`config.mk`:
```
export PLATFORM = sky130hd
export DESIGN_NAME = uart_rx_cfg
export DESIGN_NICKNAME = d
export VERILOG_FILES = /design/src/rtl/uart_pkg.sv /design/src/rtl/uart_rx_fifo.sv /design/src/rtl/uart_rx_cfg.sv
export SDC_FILE = /design/constraint.sdc
export NUM_CORES = 1
export LEC_CHECK = 0
export BUFFER_PORTS_ARGS = -buffer_cell sky130_fd_sc_hd__buf_4
export CAP_MARGIN = 30
export CORE_MARGIN = 2
export CORE_UTILIZATION = 40
export CTS_BUF_LIST = sky130_fd_sc_hd__clkbuf_4 sky130_fd_sc_hd__clkbuf_8
export DETAILED_ROUTE_END_ITERATION = 16
export PLACE_DENSITY_LB_ADDON = 0.25
export SYNTH_ARGS = -nofsm -noshare
export SYNTH_HDL_FRONTEND = slang
export SYNTH_SLANG_ARGS = --single-unit
```
`constraint.sdc`:
```
create_clock -name clk -period 5.5 [get_ports clk]
set_input_delay 0.825 -clock clk [delete_from_list [all_inputs] [get_ports clk]]
set_output_delay 0.825 -clock clk [all_outputs]
set_load 0.01 [all_outputs]
```
`src/rtl/uart_pkg.sv`:
```
// rtl/uart_pkg.sv - shared encodings and sizing helpers for the UART receiver
package uart_pkg;

  // Receiver FSM states
  typedef enum logic [2:0] {
    ST_IDLE,
    ST_START,
    ST_DATA,
    ST_PARITY,
    ST_STOP
  } rx_state_e;

  // Parity modes
  localparam int PAR_NONE = 0;
  localparam int PAR_ODD  = 1;
  localparam int PAR_EVEN = 2;

  // Clocks per oversample tick
  function automatic int calc_div(input int clk_freq, input int baud, input int os);
    return clk_freq / (baud * os);
  endfunction

  // Bits needed to hold values 0..n-1 (at least one bit)
  function automatic int cnt_width(input int n);
    return (n > 1) ? $clog2(n) : 1;
  endfunction

endpackage

```
`src/rtl/uart_rx_fifo.sv`:
```
// rtl/uart_rx_fifo.sv - show-ahead receive FIFO with drop indication
module uart_rx_fifo #(
  parameter int WIDTH = 10,
  parameter int DEPTH = 8
) (
  input  logic             clk,
  input  logic             reset_n,
  input  logic             push_i,
  input  logic [WIDTH-1:0] push_data_i,
  input  logic             pop_i,
  output logic [WIDTH-1:0] data_o,
  output logic             valid_o,
  output logic             drop_o
);

  localparam int PTR_W = (DEPTH > 1) ? $clog2(DEPTH) : 1;
  localparam int CNT_W = $clog2(DEPTH + 1);

  logic [WIDTH-1:0] mem_q [DEPTH];
  logic [PTR_W-1:0] wr_ptr_q, rd_ptr_q;
  logic [CNT_W-1:0] count_q;
  logic             empty, full, do_push, do_pop;

  assign empty   = (count_q == '0);
  assign full    = (count_q == CNT_W'(DEPTH));
  assign do_pop  = pop_i & ~empty;
  // A pop on the same cycle frees the slot, so a push into a full FIFO is still taken
  assign do_push = push_i & (~full | do_pop);
  assign drop_o  = push_i & ~do_push;

  assign valid_o = ~empty;
  assign data_o  = empty ? '0 : mem_q[rd_ptr_q];

  // Storage write; contents need no reset since the head is masked while empty
  always_ff @(posedge clk) begin
    if (do_push) mem_q[wr_ptr_q] <= push_data_i;
  end

  // Pointers wrap naturally at the power-of-two depth; count tracks occupancy
  always_ff @(posedge clk or negedge reset_n) begin
    if (!reset_n) begin
      wr_ptr_q <= '0;
      rd_ptr_q <= '0;
      count_q  <= '0;
    end else begin
      wr_ptr_q <= wr_ptr_q + PTR_W'(do_push);
      rd_ptr_q <= rd_ptr_q + PTR_W'(do_pop);
      case ({do_push, do_pop})
        2'b10:   count_q <= count_q + 1'b1;
        2'b01:   count_q <= count_q - 1'b1;
        default: count_q <= count_q;
      endcase
    end
  end

endmodule

```
`src/rtl/uart_rx_cfg.sv`:
```
// rtl/uart_rx_cfg.sv - configurable oversampling UART receiver with receive FIFO
module uart_rx_cfg import uart_pkg::*; #(
  parameter int CLK_FREQ   = 50000000,
  parameter int BAUD_RATE  = 9600,
  parameter int OVERSAMPLE = 16,
  parameter int DATA_BITS  = 8,
  parameter int PARITY     = 0,
  parameter int STOP_BITS  = 1,
  parameter int FIFO_DEPTH = 8
) (
  input  logic                 clk,
  input  logic                 reset_n,
  input  logic                 rx_line,
  output logic [DATA_BITS-1:0] rx_data,
  output logic                 rx_frame_err,
  output logic                 rx_parity_err,
  output logic                 rx_valid,
  input  logic                 rx_ready,
  output logic                 rx_busy,
  output logic                 overrun_err,
  output logic                 break_det,
  input  logic                 err_clr
);

  localparam int DIV    = calc_div(CLK_FREQ, BAUD_RATE, OVERSAMPLE);
  localparam int DIV_W  = cnt_width(DIV);
  localparam int OS_W   = cnt_width(OVERSAMPLE);
  localparam int BIT_W  = cnt_width(DATA_BITS);
  localparam int WORD_W = DATA_BITS + 2;

  localparam logic [OS_W-1:0] OS_LAST = OS_W'(OVERSAMPLE - 1);
  localparam logic [OS_W-1:0] SAMP_A  = OS_W'(OVERSAMPLE / 2 - 1);
  localparam logic [OS_W-1:0] SAMP_B  = OS_W'(OVERSAMPLE / 2);
  localparam logic [OS_W-1:0] SAMP_C  = OS_W'(OVERSAMPLE / 2 + 1);

  generate
    if (DIV < 1) begin : g_bad_div
      $error("uart_rx_cfg: CLK_FREQ too low for BAUD_RATE*OVERSAMPLE");
    end
    if (OVERSAMPLE < 8 || OVERSAMPLE > 16 || (OVERSAMPLE % 2) != 0) begin : g_bad_os
      $error("uart_rx_cfg: OVERSAMPLE must be even, 8..16");
    end
    if (DATA_BITS < 5 || DATA_BITS > 9) begin : g_bad_db
      $error("uart_rx_cfg: DATA_BITS must be 5..9");
    end
    if (PARITY < 0 || PARITY > 2) begin : g_bad_par
      $error("uart_rx_cfg: PARITY must be 0, 1 or 2");
    end
    if (STOP_BITS < 1 || STOP_BITS > 2) begin : g_bad_stop
      $error("uart_rx_cfg: STOP_BITS must be 1 or 2");
    end
    if (FIFO_DEPTH < 2 || (FIFO_DEPTH & (FIFO_DEPTH - 1)) != 0) begin : g_bad_depth
      $error("uart_rx_cfg: FIFO_DEPTH must be a power of 2, >= 2");
    end
  endgenerate

  logic [1:0]           sync_q;
  logic                 rx_s;
  logic [DIV_W-1:0]     div_q;
  logic                 tick;
  rx_state_e            state_q, state_d;
  logic [OS_W-1:0]      os_cnt_q, os_cnt_d, cur_cnt;
  logic [BIT_W-1:0]     bit_cnt_q, bit_cnt_d;
  logic [1:0]           samp_q, samp_d;
  logic [DATA_BITS-1:0] data_q, data_d;
  logic                 par_bit_q, par_bit_d;
  logic                 perr_q, perr_d;
  logic                 ferr_q, ferr_d;
  logic                 stop_one_q, stop_one_d;
  logic                 arm_q, arm_d;
  logic                 overrun_q, overrun_d;
  logic                 maj, at_maj, bit_end;
  logic                 push, brk_pulse, fifo_drop;
  logic [WORD_W-1:0]    push_word, head_word;

  assign rx_s = sync_q[1];

  // Two-flop synchronizer on the asynchronous line, idling high
  always_ff @(posedge clk or negedge reset_n) begin
    if (!reset_n) sync_q <= 2'b11;
    else          sync_q <= {sync_q[0], rx_line};
  end

  assign tick = (div_q == DIV_W'(DIV - 1));

  // Free-running oversample tick divider
  always_ff @(posedge clk or negedge reset_n) begin
    if (!reset_n)  div_q <= '0;
    else if (tick) div_q <= '0;
    else           div_q <= div_q + 1'b1;
  end

  // os_cnt_q holds the count of the last consumed tick; cur_cnt is this tick's count
  assign cur_cnt = (os_cnt_q == OS_LAST) ? '0 : os_cnt_q + 1'b1;
  assign maj     = (samp_q[0] & samp_q[1]) | (samp_q[0] & rx_s) | (samp_q[1] & rx_s);
  assign at_maj  = tick && (cur_cnt == SAMP_C);
  assign bit_end = tick && (cur_cnt == '0);

  assign push_word = {ferr_q | ~maj, perr_q, data_q};

  // Next-state logic: start hunting, bit sampling, parity/stop evaluation and push
  always_comb begin
    state_d    = state_q;
    os_cnt_d   = os_cnt_q;
    bit_cnt_d  = bit_cnt_q;
    samp_d     = samp_q;
    data_d     = data_q;
    par_bit_d  = par_bit_q;
    perr_d     = perr_q;
    ferr_d     = ferr_q;
    stop_one_d = stop_one_q;
    // A new start needs the line to have been seen high, so a held-low line is not re-read
    arm_d      = arm_q | rx_s;
    push       = 1'b0;
    brk_pulse  = 1'b0;

    if (state_q != ST_IDLE && tick) begin
      os_cnt_d = cur_cnt;
      if (cur_cnt == SAMP_A) samp_d[0] = rx_s;
      if (cur_cnt == SAMP_B) samp_d[1] = rx_s;
    end

    case (state_q)
      ST_IDLE: begin
        if (tick && !rx_s && arm_q) begin
          state_d    = ST_START;
          os_cnt_d   = '0;
          bit_cnt_d  = '0;
          par_bit_d  = 1'b0;
          perr_d     = 1'b0;
          ferr_d     = 1'b0;
          stop_one_d = 1'b0;
          arm_d      = 1'b0;
        end
      end
      ST_START: begin
        if (at_maj && maj)  state_d = ST_IDLE;
        else if (bit_end)   state_d = ST_DATA;
      end
      ST_DATA: begin
        if (at_maj) data_d = {maj, data_q[DATA_BITS-1:1]};
        if (bit_end) begin
          if (bit_cnt_q == BIT_W'(DATA_BITS - 1)) begin
            bit_cnt_d = '0;
            state_d   = (PARITY != PAR_NONE) ? ST_PARITY : ST_STOP;
          end else begin
            bit_cnt_d = bit_cnt_q + 1'b1;
          end
        end
      end
      ST_PARITY: begin
        if (at_maj) begin
          par_bit_d = maj;
          perr_d    = (((^data_q) ^ maj) != (PARITY == PAR_ODD));
        end
        if (bit_end) state_d = ST_STOP;
      end
      ST_STOP: begin
        if (at_maj) begin
          if (!maj) ferr_d = 1'b1;
          else      stop_one_d = 1'b1;
          // Push at mid-stop and leave at once so the next start edge is caught
          if (bit_cnt_q == BIT_W'(STOP_BITS - 1)) begin
            push      = 1'b1;
            brk_pulse = (data_q == '0) && !par_bit_q && !stop_one_q && !maj;
            state_d   = ST_IDLE;
            arm_d     = 1'b0;
          end
        end else if (bit_end) begin
          bit_cnt_d = bit_cnt_q + 1'b1;
        end
      end
      default: state_d = ST_IDLE;
    endcase
  end

  // Receiver state registers
  always_ff @(posedge clk or negedge reset_n) begin
    if (!reset_n) begin
      state_q    <= ST_IDLE;
      os_cnt_q   <= '0;
      bit_cnt_q  <= '0;
      samp_q     <= 2'b00;
      data_q     <= '0;
      par_bit_q  <= 1'b0;
      perr_q     <= 1'b0;
      ferr_q     <= 1'b0;
      stop_one_q <= 1'b0;
      arm_q      <= 1'b0;
    end else begin
      state_q    <= state_d;
      os_cnt_q   <= os_cnt_d;
      bit_cnt_q  <= bit_cnt_d;
      samp_q     <= samp_d;
      data_q     <= data_d;
      par_bit_q  <= par_bit_d;
      perr_q     <= perr_d;
      ferr_q     <= ferr_d;
      stop_one_q <= stop_one_d;
      arm_q      <= arm_d;
    end
  end

  uart_rx_fifo #(
    .WIDTH(WORD_W),
    .DEPTH(FIFO_DEPTH)
  ) u_fifo (
    .clk         (clk),
    .reset_n     (reset_n),
    .push_i      (push),
    .push_data_i (push_word),
    .pop_i       (rx_ready),
    .data_o      (head_word),
    .valid_o     (rx_valid),
    .drop_o      (fifo_drop)
  );

  // A new drop wins over a simultaneous clear
  assign overrun_d = fifo_drop ? 1'b1 : (err_clr ? 1'b0 : overrun_q);

  // Sticky overrun flag
  always_ff @(posedge clk or negedge reset_n) begin
    if (!reset_n) overrun_q <= 1'b0;
    else          overrun_q <= overrun_d;
  end

  assign {rx_frame_err, rx_parity_err, rx_data} = head_word;
  assign rx_busy     = (state_q != ST_IDLE);
  assign overrun_err = overrun_q;
  assign break_det   = brk_pulse;

endmodule

```
==> reports/qor.csv <==
metric,value,unit
result_of_the_run,"complete, no violations",
achievable-frequency,0.295,GHz
worst_setup_path_startpoint,bit_cnt_q[0],
detail-route-antenna-nets,0,
core.rowCount,43,
synth_async_sr_flop_share,37.0,%
synth_nets,429,
fin_hold_ws,357,ps
regToRegStartpoint,bit_cnt_q[0],
rsz0062_at_grt,no,
hold_path.class,reg2reg,
number_of_global_route_vias_before_repair,3400,
wirelength,10900,µm
synth-edff-count,80,
crit_path_cell_trace,inv_1 > ha_1 > nor4b_1 > nand3_1 > a211o_1 > nor3_1 > buf_4,
gr-usage-all-layers,15.1,%
final_critical_path_setup_slack,2110,ps
cts.htree.levels,4,
hold_path.startpoint,sync_q[0],
post_synth_instance_area,0.00578,mm²
max_slew.worst_pin.slew,959,ps
synth-compound-area-share,6.69,%
postCtsSetupBuffers,0,
via_count,3257,
post_route_setup_tns,0,ps
dieWidth,124,µm
cts_made_buffers,17,
post_cts_resized,0,
drive_above_1_share,22.7,%
sequential_fraction_of_the_synthesis_area,62.0,%
relSlewSlack,36.1,%
final_report_setup_violation_count,0,
ys.warnings.count,0,
synth.avg_cell_area,14.3,µm²
detail_route.vias_per_cell,5.21,
dr.pass1.iters,4,
fin_crit_share,61.6,%
cts.root.buffer_cell,clkbuf_8,
worst_path_max_delay_cell,dfrtp_1,
insertion_delay,440,ps
reg2reg_to,u_fifo.mem_q[3][0],
synth_cell_types,60,
synth_top_family_by_area,simple AND/OR/NAND/NOR gates,
n_antenna_cell,0,
tritoncts,yes,
die_area,0.0154,mm²
post_cts_hold_buffer_count,0,
crit_arrival,2560,ps
remaining_drc_errors,0,
critical_path.endpoint_type,output port,
power.ir.vdd_worst,0.155,mV
grt_max_degree,48,
post_synthesis_to_final_layout_area_growth,13.8,%
p_leak,2.50,nW
hold_violations,0,
synth_fa_ha_area_share,4.46,%
number_of_synthesized_register_bits,127,
post_synth_xor_area_fraction,2.88,%
worst_setup_hold_path_clk_slew,70,ps
synth_simple_gate_area_share,10.5,%
die-height,124,µm
place_hpwl,7290,µm
globalplace.congestion,0.824,
worst-setup-path-type,reg2out,
worst-r2r-cell-count,7,
cp_slowest_stage_delay,420,ps
placeableCoreArea,0.0140,mm²
nNetsFinal,457,
worst_hold_path_cell_count,0,
postSynthCellCount,404,
fillerInstances,1236,
synth_top_flop_cell,edfxtp_1,
worst_setup_timing_slack_at_the_placement_stage,2350,ps
final.setup_skew,9.55,ps
worstHoldEndpoint,sync_q[1],
maximum_fanout_along_the_worst_path,6,
finalPower,0.00259,W
cts.path.max_buffers,2,
io_buffer_count,18,
period_needed,3390,ps
initialDrtViolationCount,196,
power_density,393,mW/mm²
start_kind,flop,
timing.max_cap.violations,0,
first_pass_grt_wire_length,17800,µm
number_of_clock_sinks_seen_by_cts,127,
maxSlewViolCount,0,
avgRoutedWirePerCell,17.5,µm
worst-endpoint-required,4680,ps
io_pins,19,
ff2ff_setup_slack,2400,ps
yosys-mux-area-fraction,10.4,%
grt-ovfl-total,0,
initial_utilization,41.3,%
initial_antenna_violation_count,0,
per-layer routing:
| metal | wire length (µm) | part of all wire, % | global-route usage, % | vias to the layer above |
|---|---|---|---|---|
| met5 | 0 | 0 | 0 | - |
| met4 | 159 | 1.5 | 5.68 | 0 |
| met3 | 347 | 3.2 | 4.82 | 10 |
| met2 | 5570 | 51 | 24.5 | 50 |
| met1 | 4840 | 44 | 18.9 | 1636 |
| li1 | - | - | - | 1561 |
metrics by stage:
| step | cells | util [%] | area [µm²] |
|---|---|---|---|
| after floorplan | 404 | - | 5780 |
| after global placement | 590 | 43.5 | 6090 |
| after detailed placement | 592 | 43.7 | 6110 |
| after CTS | 624 | 46.9 | 6570 |
| after global routing | 625 | 47.0 | 6580 |
| final | 625 | 47.0 | 6580 |
cell usage after synthesis (6+ instances only):
| master | n | area (µm²) |
|---|---|---|
| a21oi_1 | 12 | 60.1 |
| and3_1 | 6 | 37.5 |
| buf_2 | 6 | 30.0 |
| clkbuf_1 | 6 | 22.5 |
| dfrtp_1 | 45 | 1130 |
| edfxtp_1 | 80 | 2400 |
| ha_1 | 19 | 238 |
| inv_1 | 24 | 90.1 |
| mux2i_1 | 13 | 130 |
| mux4_2 | 20 | 450 |
| nand2_1 | 19 | 71.3 |
| nand3_1 | 12 | 60.1 |
| nor2_1 | 32 | 120 |
| nor3_1 | 7 | 35.0 |
| o21ai_0 | 10 | 50.1 |
| o21ai_2 | 8 | 70.1 |
| xnor2_1 | 14 | 123 |
logic make-up after synthesis:
family	Yosys count
multiplexers	35
buffers and inverters	40
adder cells (fa/ha/maj)	20
AND/OR/NAND/NOR	111
flip-flops	127
XOR/XNOR	19
AO/OA/AOI/OAI	52
worst max-delay path by stage:
stage,end,slack [ps],cells after the start
after floorplan,u_fifo.count_q[3],2890,12
after global placement,u_fifo.mem_q[5][5],2360,5
after detailed placement,u_fifo.mem_q[2][1],2350,7
after CTS,break_det,2110,7
after global routing,break_det,1900,7
final,break_det,2110,7
cells in the final DEF, fill, tap and decap left out, types with 12 or more instances in the layout:
cell type,Yosys,layout
clkbuf_8,0,17
mux2i_1,13,13
nor2_1,32,32
nand3_1,12,12
inv_1,24,24
buf_4,1,23
dfrtp_1,45,45
mux4_2,20,20
nand2_1,19,19
a21oi_1,12,12
edfxtp_1,80,80
ha_1,19,19
xnor2_1,14,14
flip-flops by register name (all words and copies together) (netlist names), 4 cells and up:
| register | flops |
|---|---|
| u_fifo.mem_q | 80 |
| u_fifo.count_q | 4 |
| data_q | 8 |
| os_cnt_q | 4 |
| div_q | 9 |
report_power, final:
group          internal, W  switching (W)
sequential         0.00103      0.0000795
clock             0.000544       0.000371
combinational     0.000328       0.000230
total              0.00191       0.000680
layout make-up:
cell class                      instances  area (µm²)  area share, %
Multi-Input combinational cell        237        2030           30.8
Inverter                               24        90.1           1.37
Clock inverter                         14         214           3.25
Tap cell                              180         225           3.43
Timing Repair Buffer                   25         195           2.97
Sequential cell                       127        3580           54.5
Clock buffer                           18         241           3.67
critical path: cells and delay by family (launching register included):
| family | cells | cell delay [ps] |
|---|---|---|
| compound gates | 1 | 360 |
| simple gates | 3 | 920 |
| buf+inv | 2 | 270 |
| fa+ha+maj | 1 | 160 |
| flops | 1 | 420 |
Power figures use the tool's default switching activity.
